===== config.mk =====
export PLATFORM = sky130hd
export DESIGN_NAME = spi_slave
export DESIGN_NICKNAME = d
export VERILOG_FILES = /design/src/rtl/spi_slave.sv
export SDC_FILE = /design/constraint.sdc
export NUM_CORES = 1
export LEC_CHECK = 0
export ABC_AREA = 1
export BUFFER_PORTS_ARGS = -buffer_cell sky130_fd_sc_hd__buf_2
export CELL_PAD_IN_SITES_DETAIL_PLACEMENT = 0
export CELL_PAD_IN_SITES_GLOBAL_PLACEMENT = 1
export CORE_ASPECT_RATIO = 0.5
export CORE_MARGIN = 5
export CORE_UTILIZATION = 51
export DETAILED_ROUTE_END_ITERATION = 8
export PLACE_DENSITY = 0.8
export SLEW_MARGIN = 30
export SYNTH_ARGS = -nofsm -noshare
export SYNTH_HDL_FRONTEND = slang
export SYNTH_SLANG_ARGS = --single-unit

===== constraint.sdc =====
create_clock -name clk -period 5 [get_ports clk]
set_clock_uncertainty 0.1 [all_clocks]
set_input_delay 0.25 -clock clk [delete_from_list [all_inputs] [get_ports clk]]
set_output_delay 0.25 -clock clk [all_outputs]
set_load 0.005 [all_outputs]

===== src/rtl/spi_slave.sv =====
// SPI responder with RX/TX FIFOs behind a 4-word Avalon-MM aperture; SPI inputs oversampled in clk.
// Optional interrupt output enabled by defining SPI_SLAVE_IRQ_EN.
module spi_slave #(
    parameter int N = 16,
    parameter int M = 32
) (
    input  logic        clk,
    input  logic        reset,
    input  logic [1:0]  address,
    input  logic [3:0]  byteenable,
    input  logic        chipselect,
    input  logic        read,
    input  logic        write,
    input  logic [31:0] writedata,
    output logic [31:0] readdata,
    input  logic        sclk,
    input  logic        mosi,
    input  logic        ss_n,
    output logic        miso
`ifdef SPI_SLAVE_IRQ_EN
    ,
    output logic        irq
`endif
);

    localparam int AW = $clog2(N);
    localparam int CW = AW + 1;
    localparam int LW = $clog2(M);
    localparam logic [2:0] SYNC_RST = 3'b100;

    typedef enum logic [1:0] {IDLE, LOAD, SHIFT} state_t;

    // Index 0 = sclk, 1 = mosi, 2 = ss_n. Stage 2 is the synced value, stage 3 its previous copy.
    logic [2:0] spi_in;
    logic [2:0] sync_cur;
    logic [2:0] sync_prev;
    assign spi_in = {ss_n, mosi, sclk};

    generate
        for (genvar gi = 0; gi < 3; gi++) begin : sync_g
            logic [3:0] stage_reg;
            always_ff @(posedge clk) begin
                if (reset) begin
                    stage_reg <= {4{SYNC_RST[gi]}};
                end else begin
                    stage_reg <= {stage_reg[2:0], spi_in[gi]};
                end
            end
            assign sync_cur[gi]  = stage_reg[2];
            assign sync_prev[gi] = stage_reg[3];
        end
    endgenerate

    logic sclk_rise, sclk_fall, ss_s, ss_fall, mosi_s;
    assign sclk_rise = sync_cur[0] & ~sync_prev[0];
    assign sclk_fall = ~sync_cur[0] & sync_prev[0];
    assign mosi_s    = sync_cur[1];
    assign ss_s      = sync_cur[2];
    assign ss_fall   = ~sync_cur[2] & sync_prev[2];

    // Control and status registers
    logic [LW-1:0] len_reg;
    logic          cpha_reg, cpol_reg, en_reg;
    logic [2:0]    irq_mask_reg;
    logic          rxfo_reg, txfo_reg, txur_reg;
    logic          rd_prev_reg, wr_prev_reg;

    logic acc_rd, acc_wr, rd_first, wr_first;
    assign acc_rd   = read & chipselect;
    assign acc_wr   = write & chipselect;
    assign rd_first = acc_rd & ~rd_prev_reg;
    assign wr_first = acc_wr & ~wr_prev_reg;

    // FIFOs: index 0 = RX (SPI pushes, CPU pops), index 1 = TX (CPU pushes, SPI pops)
    logic          fifo_push  [2];
    logic          fifo_pop   [2];
    logic          fifo_empty [2];
    logic          fifo_full  [2];
    logic [M-1:0]  fifo_wdata [2];
    logic [M-1:0]  fifo_head  [2];

    generate
        for (genvar gi = 0; gi < 2; gi++) begin : fifo_g
            logic [M-1:0]  mem [N];
            logic [AW-1:0] wr_ptr_reg, rd_ptr_reg;
            logic [CW-1:0] cnt_reg;

            always_ff @(posedge clk) begin
                if (fifo_push[gi]) begin
                    mem[wr_ptr_reg] <= fifo_wdata[gi];
                end
            end

            always_ff @(posedge clk) begin
                if (reset) begin
                    wr_ptr_reg <= '0;
                    rd_ptr_reg <= '0;
                    cnt_reg    <= '0;
                end else begin
                    if (fifo_push[gi]) wr_ptr_reg <= wr_ptr_reg + 1'b1;
                    if (fifo_pop[gi])  rd_ptr_reg <= rd_ptr_reg + 1'b1;
                    if (fifo_push[gi] && !fifo_pop[gi]) begin
                        cnt_reg <= cnt_reg + 1'b1;
                    end else if (!fifo_push[gi] && fifo_pop[gi]) begin
                        cnt_reg <= cnt_reg - 1'b1;
                    end
                end
            end

            assign fifo_head[gi]  = mem[rd_ptr_reg];
            assign fifo_empty[gi] = (cnt_reg == '0);
            assign fifo_full[gi]  = (cnt_reg == CW'(N));
        end
    endgenerate

    // Shift engine
    state_t         state_reg;
    logic [LW:0]    bitcnt_reg;
    logic [M-1:0]   rx_sh_reg, tx_sh_reg;
    logic           miso_reg;

    logic           leading, trailing, sample_edge, shift_edge, abort;
    logic           load_go, last_sample, shift_ok;
    logic [LW:0]    len_p1, bitcnt_m1;
    logic [M-1:0]   rx_next, word_mask, tx_load;

    assign leading     = cpol_reg ? sclk_fall : sclk_rise;
    assign trailing    = cpol_reg ? sclk_rise : sclk_fall;
    assign sample_edge = cpha_reg ? trailing : leading;
    assign shift_edge  = cpha_reg ? leading : trailing;
    assign abort       = !en_reg || ss_s;
    assign len_p1      = {1'b0, len_reg} + 1'b1;
    assign bitcnt_m1   = bitcnt_reg - 1'b1;
    assign rx_next     = {rx_sh_reg[M-2:0], mosi_s};
    assign word_mask   = ~(({M{1'b1}} << len_reg) << 1);
    assign tx_load     = fifo_empty[1] ? '0 : fifo_head[1];

    assign load_go     = (state_reg == LOAD) && !abort;
    assign last_sample = (state_reg == SHIFT) && !abort && sample_edge && (bitcnt_reg == 1);
    // With CPHA=0 the trailing edge that follows a word's last sample arrives after the next
    // LOAD; it belongs to the previous word and must not disturb the freshly loaded MSB.
    assign shift_ok    = (state_reg == SHIFT) && !abort && shift_edge &&
                         (cpha_reg || bitcnt_reg != len_p1);

    logic rx_push_req, tx_push_req, rxfo_set, txfo_set, txur_set;
    assign rx_push_req   = last_sample;
    assign fifo_pop[0]   = rd_first && (address == 2'b00) && !fifo_empty[0];
    assign fifo_push[0]  = rx_push_req && (!fifo_full[0] || fifo_pop[0]);
    assign fifo_wdata[0] = rx_next & word_mask;
    assign rxfo_set      = rx_push_req && fifo_full[0] && !fifo_pop[0];

    assign tx_push_req   = wr_first && (address == 2'b00);
    assign fifo_pop[1]   = load_go && !fifo_empty[1];
    assign fifo_push[1]  = tx_push_req && (!fifo_full[1] || fifo_pop[1]);
    assign fifo_wdata[1] = M'(writedata);
    assign txfo_set      = tx_push_req && fifo_full[1] && !fifo_pop[1];
    assign txur_set      = load_go && fifo_empty[1];

    always_ff @(posedge clk) begin
        if (reset) begin
            state_reg  <= IDLE;
            bitcnt_reg <= '0;
            rx_sh_reg  <= '0;
            tx_sh_reg  <= '0;
            miso_reg   <= 1'b0;
        end else if (abort) begin
            state_reg  <= IDLE;
            bitcnt_reg <= '0;
            miso_reg   <= 1'b0;
        end else begin
            case (state_reg)
                IDLE: begin
                    miso_reg   <= 1'b0;
                    bitcnt_reg <= '0;
                    if (ss_fall) state_reg <= LOAD;
                end
                LOAD: begin
                    tx_sh_reg  <= tx_load;
                    bitcnt_reg <= len_p1;
                    if (!cpha_reg) miso_reg <= tx_load[len_reg];
                    state_reg  <= SHIFT;
                end
                SHIFT: begin
                    if (shift_ok) miso_reg <= tx_sh_reg[bitcnt_m1[LW-1:0]];
                    if (sample_edge) begin
                        rx_sh_reg  <= rx_next;
                        bitcnt_reg <= bitcnt_m1;
                        if (bitcnt_reg == 1) state_reg <= LOAD;
                    end
                end
                default: state_reg <= IDLE;
            endcase
        end
    end

    assign miso = miso_reg;

    logic status_wr;
    assign status_wr = acc_wr && (address == 2'b01);

    always_ff @(posedge clk) begin
        if (reset) begin
            len_reg      <= '0;
            cpha_reg     <= 1'b0;
            cpol_reg     <= 1'b0;
            en_reg       <= 1'b0;
            irq_mask_reg <= '0;
            rxfo_reg     <= 1'b0;
            txfo_reg     <= 1'b0;
            txur_reg     <= 1'b0;
            rd_prev_reg  <= 1'b0;
            wr_prev_reg  <= 1'b0;
        end else begin
            rd_prev_reg <= acc_rd;
            wr_prev_reg <= acc_wr;
            if (acc_wr && address == 2'b10) begin
                len_reg  <= writedata[LW-1:0];
                cpha_reg <= writedata[5];
                cpol_reg <= writedata[6];
                en_reg   <= writedata[15];
`ifdef SPI_SLAVE_IRQ_EN
                irq_mask_reg <= writedata[9:7];
`endif
            end
            // A set in the same cycle as a clear wins
            rxfo_reg <= rxfo_set | (rxfo_reg & ~(status_wr & writedata[2]));
            txfo_reg <= txfo_set | (txfo_reg & ~(status_wr & writedata[5]));
            txur_reg <= txur_set | (txur_reg & ~(status_wr & writedata[6]));
        end
    end

    logic [7:0] status;
    assign status = {~ss_s, txur_reg, txfo_reg, fifo_full[1], fifo_empty[1],
                     rxfo_reg, fifo_full[0], fifo_empty[0]};

`ifdef SPI_SLAVE_IRQ_EN
    logic irq_reg;
    always_ff @(posedge clk) begin
        if (reset) begin
            irq_reg <= 1'b0;
        end else begin
            irq_reg <= |(irq_mask_reg & {fifo_empty[1], rxfo_reg, ~fifo_empty[0]});
        end
    end
    assign irq = irq_reg;
`endif

    always_comb begin
        readdata = '0;
        if (acc_rd) begin
            case (address)
                2'b00:   readdata = fifo_empty[0] ? 32'd0 : 32'(fifo_head[0]);
                2'b01:   readdata = {24'd0, status};
                2'b10:   readdata = {16'd0, en_reg, 5'd0, irq_mask_reg, cpol_reg, cpha_reg, len_reg};
                default: readdata = '0;
            endcase
        end
    end

    logic unused_ok;
    assign unused_ok = ^{byteenable, writedata, sync_prev[1], bitcnt_m1[LW]};

endmodule


# == Yosys cells after proc, flatten, opt, wreduce, memory -nomap -nowiden ==
# Memory sizes are Yosys's and may differ from the RTL's. A register that Yosys moved wholly into a read port is not among the register bits.
# Index checks and enable logic that the tools add are counted.
# word_totals
ff_bits,122
ram_bits,1024
inputBits,46
mem_count,2
# mem_list
name,words,word_bits,read_ports,rd_ports_with_merged_regs,wr,line,rtl
fifo_g[0].mem,16,32,1,1,1,84,logic [M-1:0] mem [N];
fifo_g[1].mem,16,32,1,1,1,84,
# op_classes
n_addsub,10
n_lt_le_gt_ge,2
eq_ne,13
n_shift,1
mux,33
bitwise,27
n_reduce_logical,50
# ops
op,count
32-bit 2-to-1 mux,3
32-bit one-hot mux with 3 select lines,1
32-bit bitwise AND,1
32-bit NOT,1
32-bit by 5-bit << shifter with 31-bit output (first input constant),1
1-bit logical AND,23
5-bit 2-to-1 mux,4
6-bit one-hot mux with 3 select lines,1
4-bit by 1-bit adder with 4-bit output (second input constant),4
4-bit 2-to-1 mux,4
1-bit bitwise AND,13
5-bit by 6-bit less-than comparator with 1-bit output (second input constant),2
1-bit 2-to-1 mux,12
5-bit by 1-bit adder with 5-bit output (second input constant),2
1-bit binary-select mux with 5-bit select,2
5-bit == test (second input constant),2
1-bit logical NOT,10
5-bit logical NOT,2
5-bit by 1-bit subtractor with 5-bit output (second input constant),2
1-bit NOT,9
3-bit AND reduction,3
2-bit inequality test (second input constant),4
5-bit by 1-bit adder with 6-bit output (second input constant),1
6-bit by 1-bit == test with 1-bit output (second input constant),1
16 further kinds,28

# == Longest topological paths before layout ==
# logic_depth
depth_word,11
depth_mapped,22
depth_no_buf,21

# == Least setup slack after synthesis ==
# Ideal clock, no wire load.
# synth_path
path_kind,register to register
from,register state_reg[0]
to,memory fifo_g[0].mem[7][0] (enable)
setup_ns,0.461
arrival_ns,3.787
setup_slack_ns,0.652
stages_incl_launch_ff,11
n_path_buf,0
path_cell_list,dfxtp_1 > inv_1 > ha_1 > inv_1 > nor3_2 > inv_2 > nor2_1 > nand2_1 > inv_2 > nand2_2 > nor3_1
# synth_via
elab_chain_cells,7
# synth_rtl
element,line,rtl
"start, declared",117,state_t state_reg;
"start signal, assigned",161,state_reg <= IDLE;
"start signal, assigned",167,state_reg <= IDLE;
"start signal, assigned",175,if (ss_fall) state_reg <= LOAD;
2-bit == test,139,assign last_sample = (state_reg == SHIFT) && !abort && sample_edge && (bitcnt_reg == 1);
1-bit logical AND (3 in a row),139,
1-bit logical AND,148,assign fifo_push[0] = rx_push_req && (!fifo_full[0] || fifo_pop[0]);
1-bit 2-to-1 mux,89,if (fifo_push[gi]) begin
1-bit 2-to-1 mux (implied by the code),90,mem[wr_ptr_reg] <= fifo_wdata[gi];
"end, declared",84,
# Every way passes these cells.

==> results_dict.tcl <==
set metrics [dict create \
    drive_above_1_share 0.0913 \
    endpoint "readdata[6]" \
    clock_latency_ns 0.70 \
    largest_reg_flops 1024 \
    arrival_ns 3.86 \
    antenna_found_initial 3 \
    ys.flop_type "edfxtp_1" \
    die_width_um 439 \
    stdcell_count 5458 \
    outcome "finished clean" \
    cp_max_fo 62 \
    ios 79 \
    ys_async_sr_fraction 0 \
    crit_required_ns 4.65 \
    p_leak_nw 19.3 \
    rows 78 \
    synthToLayoutAreaGrowth_pct 12.1 \
    crit_chain "buf_4 > o21ai_0 > o221ai_1 > o21ai_0 > o21ai_0 > nand2_1 > a31oi_1 > buf_2" \
    place_ws_ns 1.40 \
    fin_crit_ns 4.21 \
    ys_types 43 \
    first_pass_iters 6 \
    wl_per_cell_um 21.8 \
    r2r_cells 20 \
    drt-total-wl_mm 119 \
    drt.antenna.violating_nets 0 \
    core_mm2 0.0910 \
    htreeDepth 3 \
    rsz0062_at_grt "false" \
    syn_area_per_cell_um2 11.5 \
    synth_cells 4076 \
    portBuffers 74 \
    cts_tree "done" \
    vias 31323 \
    reg2reg_setup_slack_ns 1.23 \
    dieArea_mm2 0.0986 \
    grt_pass1_vias 29722 \
    relSlewSlack 0.322 \
    synth-seq-cells 1154 \
    nets 4210 \
    hpwl_mm 63.6 \
    synth.area.top_cells "edfxtp_1 65%, nand2_1 7.1%, dfxtp_1 5.5%, nand3_1 4.7%, o21ai_0 4.3%" \
    synth_seq_area_share 0.710 \
    grt_pass1_wl_mm 181 \
    whs_ns 0.0366 \
    critPathKind "register to output port" \
    path_depth 8 \
    synth_nets 4153 \
    critical_path.top_delay_family "compound AO/OA/AOI/OAI gates" \
    finalHoldViolations 0 \
    synth_area_mm2 0.0469 \
    root_buffer "clkbuf_16" \
    vdd_drop_max_mv 0.235 \
    drtIter0Drc 3143 \
    r2r_start "fifo_g[0].cnt_reg[1]$_SDFFE_PP0P_" \
    cts_buffers 100 \
    fin_ws_ns 0.787 \
    final_util 0.579 \
    start_util 0.516 \
    worst-path-buf-inv 2 \
    p_per_area_mw_per_mm2 354 \
    synth_edf_count 1024 \
    fin_crit_sh 0.843 \
    grt_max_degree 141 \
    yosysWarnings 0 \
    synth_common_cells "1024 x edfxtp_1, 893 x nand2_1, 441 x nand3_1" \
    hold_class "input port to register" \
    yosys.area.top_type_share 0.655 \
    yosys.area.top_type "edfxtp_1" \
    critical_path.max_stage_delay_ns 0.81 \
    clk_path_buf_depth 3 \
    cp-start-kind "register" \
    fin_setup_tns_ns 0 \
    cp_common_cell "o21ai_0" \
    dp_cells 5226 \
    routed_via_density 5.74 \
    tightest_slew_ns 1.02 \
    cts.sinks 1154 \
    yosysMostFrequentCell "edfxtp_1" \
    setup_viol 0 \
    slowest_stage "dfxtp_4" \
    track_usage 0.239 \
    fp.dieH_um 225 \
    drv_cap 0 \
    clkTransAtPathRegs_ns 0.07 \
    endpoint_kind "output port" \
    drc_errors 0 \
    max_freq_mhz 237 \
    grt.overflow.total 0 \
    r2r-end "fifo_g[0].cnt_reg[4]$_SDFFE_PP0P_" \
    drv_slew 0 \
    place_congestion 0.826 \
    postCtsSetupBuffers 0 \
]
==> stage by stage <==
step | power (mW) | cell area, um^2
finish | 18.6 | 52600
global route | 19.1 | 52600
CTS | 18.7 | 52600
detailed placement | 10.9 | 48800
global placement | 10.9 | 48700
floorplan | 10.7 | 46900
==> per-layer routing <==
| layer | track usage | wire (um) | vias up |
|---|---|---|---|
| li1 | - | - | 14627 |
| met1 | 0.335 | 50600 | 15294 |
| met2 | 0.393 | 56500 | 1195 |
| met3 | 0.0356 | 8810 | 205 |
| met4 | 0.0704 | 2910 | 2 |
| met5 | 0 | 11 | - |
==> logic make-up (layout without fill, tap and decap cells) <==
family	Yosys count	in the layout	share of synthesized area
xor+xnor	11	11	0.00205
fa+ha+maj	31	31	0.00858
buf+inv	389	529	0.0376
compound gates	739	739	0.0879
simple gates	1752	1752	0.153
other cells	0	2	0
flops	1154	1154	0.710
==> power breakdown <==
| group | switching, mW | internal [mW] | leakage [nW] |
|---|---|---|---|
| logic | 0.182 | 0.0743 | 6.22 |
| clock network | 3.48 | 4.46 | 1.62 |
| registers | 0.0109 | 10.4 | 11.4 |
| total | 3.67 | 14.9 | 19.3 |
==> worst min path at each step <==
stage / from / endpoint / slack, ns / depth (start not counted)
after floorplan: writedata[0] / fifo_g[1].mem[0][0]$_DFFE_PP_ / 0.25 / 0
after global placement: sync_g[2].stage_reg[0]$_SDFF_PP1_ / sync_g[2].stage_reg[1]$_SDFF_PP1_ / 0.30 / 1
after detailed placement: sync_g[2].stage_reg[0]$_SDFF_PP1_ / sync_g[2].stage_reg[1]$_SDFF_PP1_ / 0.30 / 1
after CTS: reset / sync_g[0].stage_reg[1]$_SDFF_PP0_ / 0.002 / 2
after global routing: reset / sync_g[0].stage_reg[1]$_SDFF_PP0_ / 0.03 / 2
final: reset / sync_g[0].stage_reg[1]$_SDFF_PP0_ / 0.04 / 2
==> repair_timing <==
action | CTS | global route
resized for setup | 0 | 0
hold buffers | 43 | 0
hold endpoints to repair | 530 | 0
==> final cells by class <==
class / instances / area (um^2)
fill: 7433 / 38300
sequential: 1154 / 33400
multi-input combinational: 2533 / 12100
clock buffer: 125 / 2700
timing repair buffer: 213 / 1730
tap: 1240 / 1550
clock inverter: 60 / 631
inverter: 131 / 512
antenna: 2 / 5.00
==> cell usage in the layout, fill, tap and decap left out, types with 12 or more instances in the layout <==
| master | netlist | layout |
|---|---|---|
| a211oi_1 | 21 | 18 |
| a21oi_1 | 149 | 147 |
| buf_2 | 38 | 74 |
| buf_4 | 29 | 81 |
| bufinv_16 | 0 | 12 |
| clkbuf_1 | 148 | 18 |
| clkbuf_16 | 0 | 103 |
| clkinv_1 | 1 | 19 |
| clkinv_2 | 0 | 18 |
| dfxtp_1 | 130 | 123 |
| dlygate4sd3_1 | 0 | 43 |
| edfxtp_1 | 1024 | 1024 |
| ha_1 | 29 | 29 |
| inv_1 | 125 | 121 |
| nand2_1 | 893 | 893 |
| nand3_1 | 441 | 441 |
| nor2_1 | 381 | 346 |
| nor2_4 | 0 | 32 |
| nor3_1 | 16 | 15 |
| o21ai_0 | 404 | 404 |
| o221ai_1 | 53 | 53 |
| o22ai_1 | 75 | 75 |
Note: power is estimated with default switching activity, not from simulation.
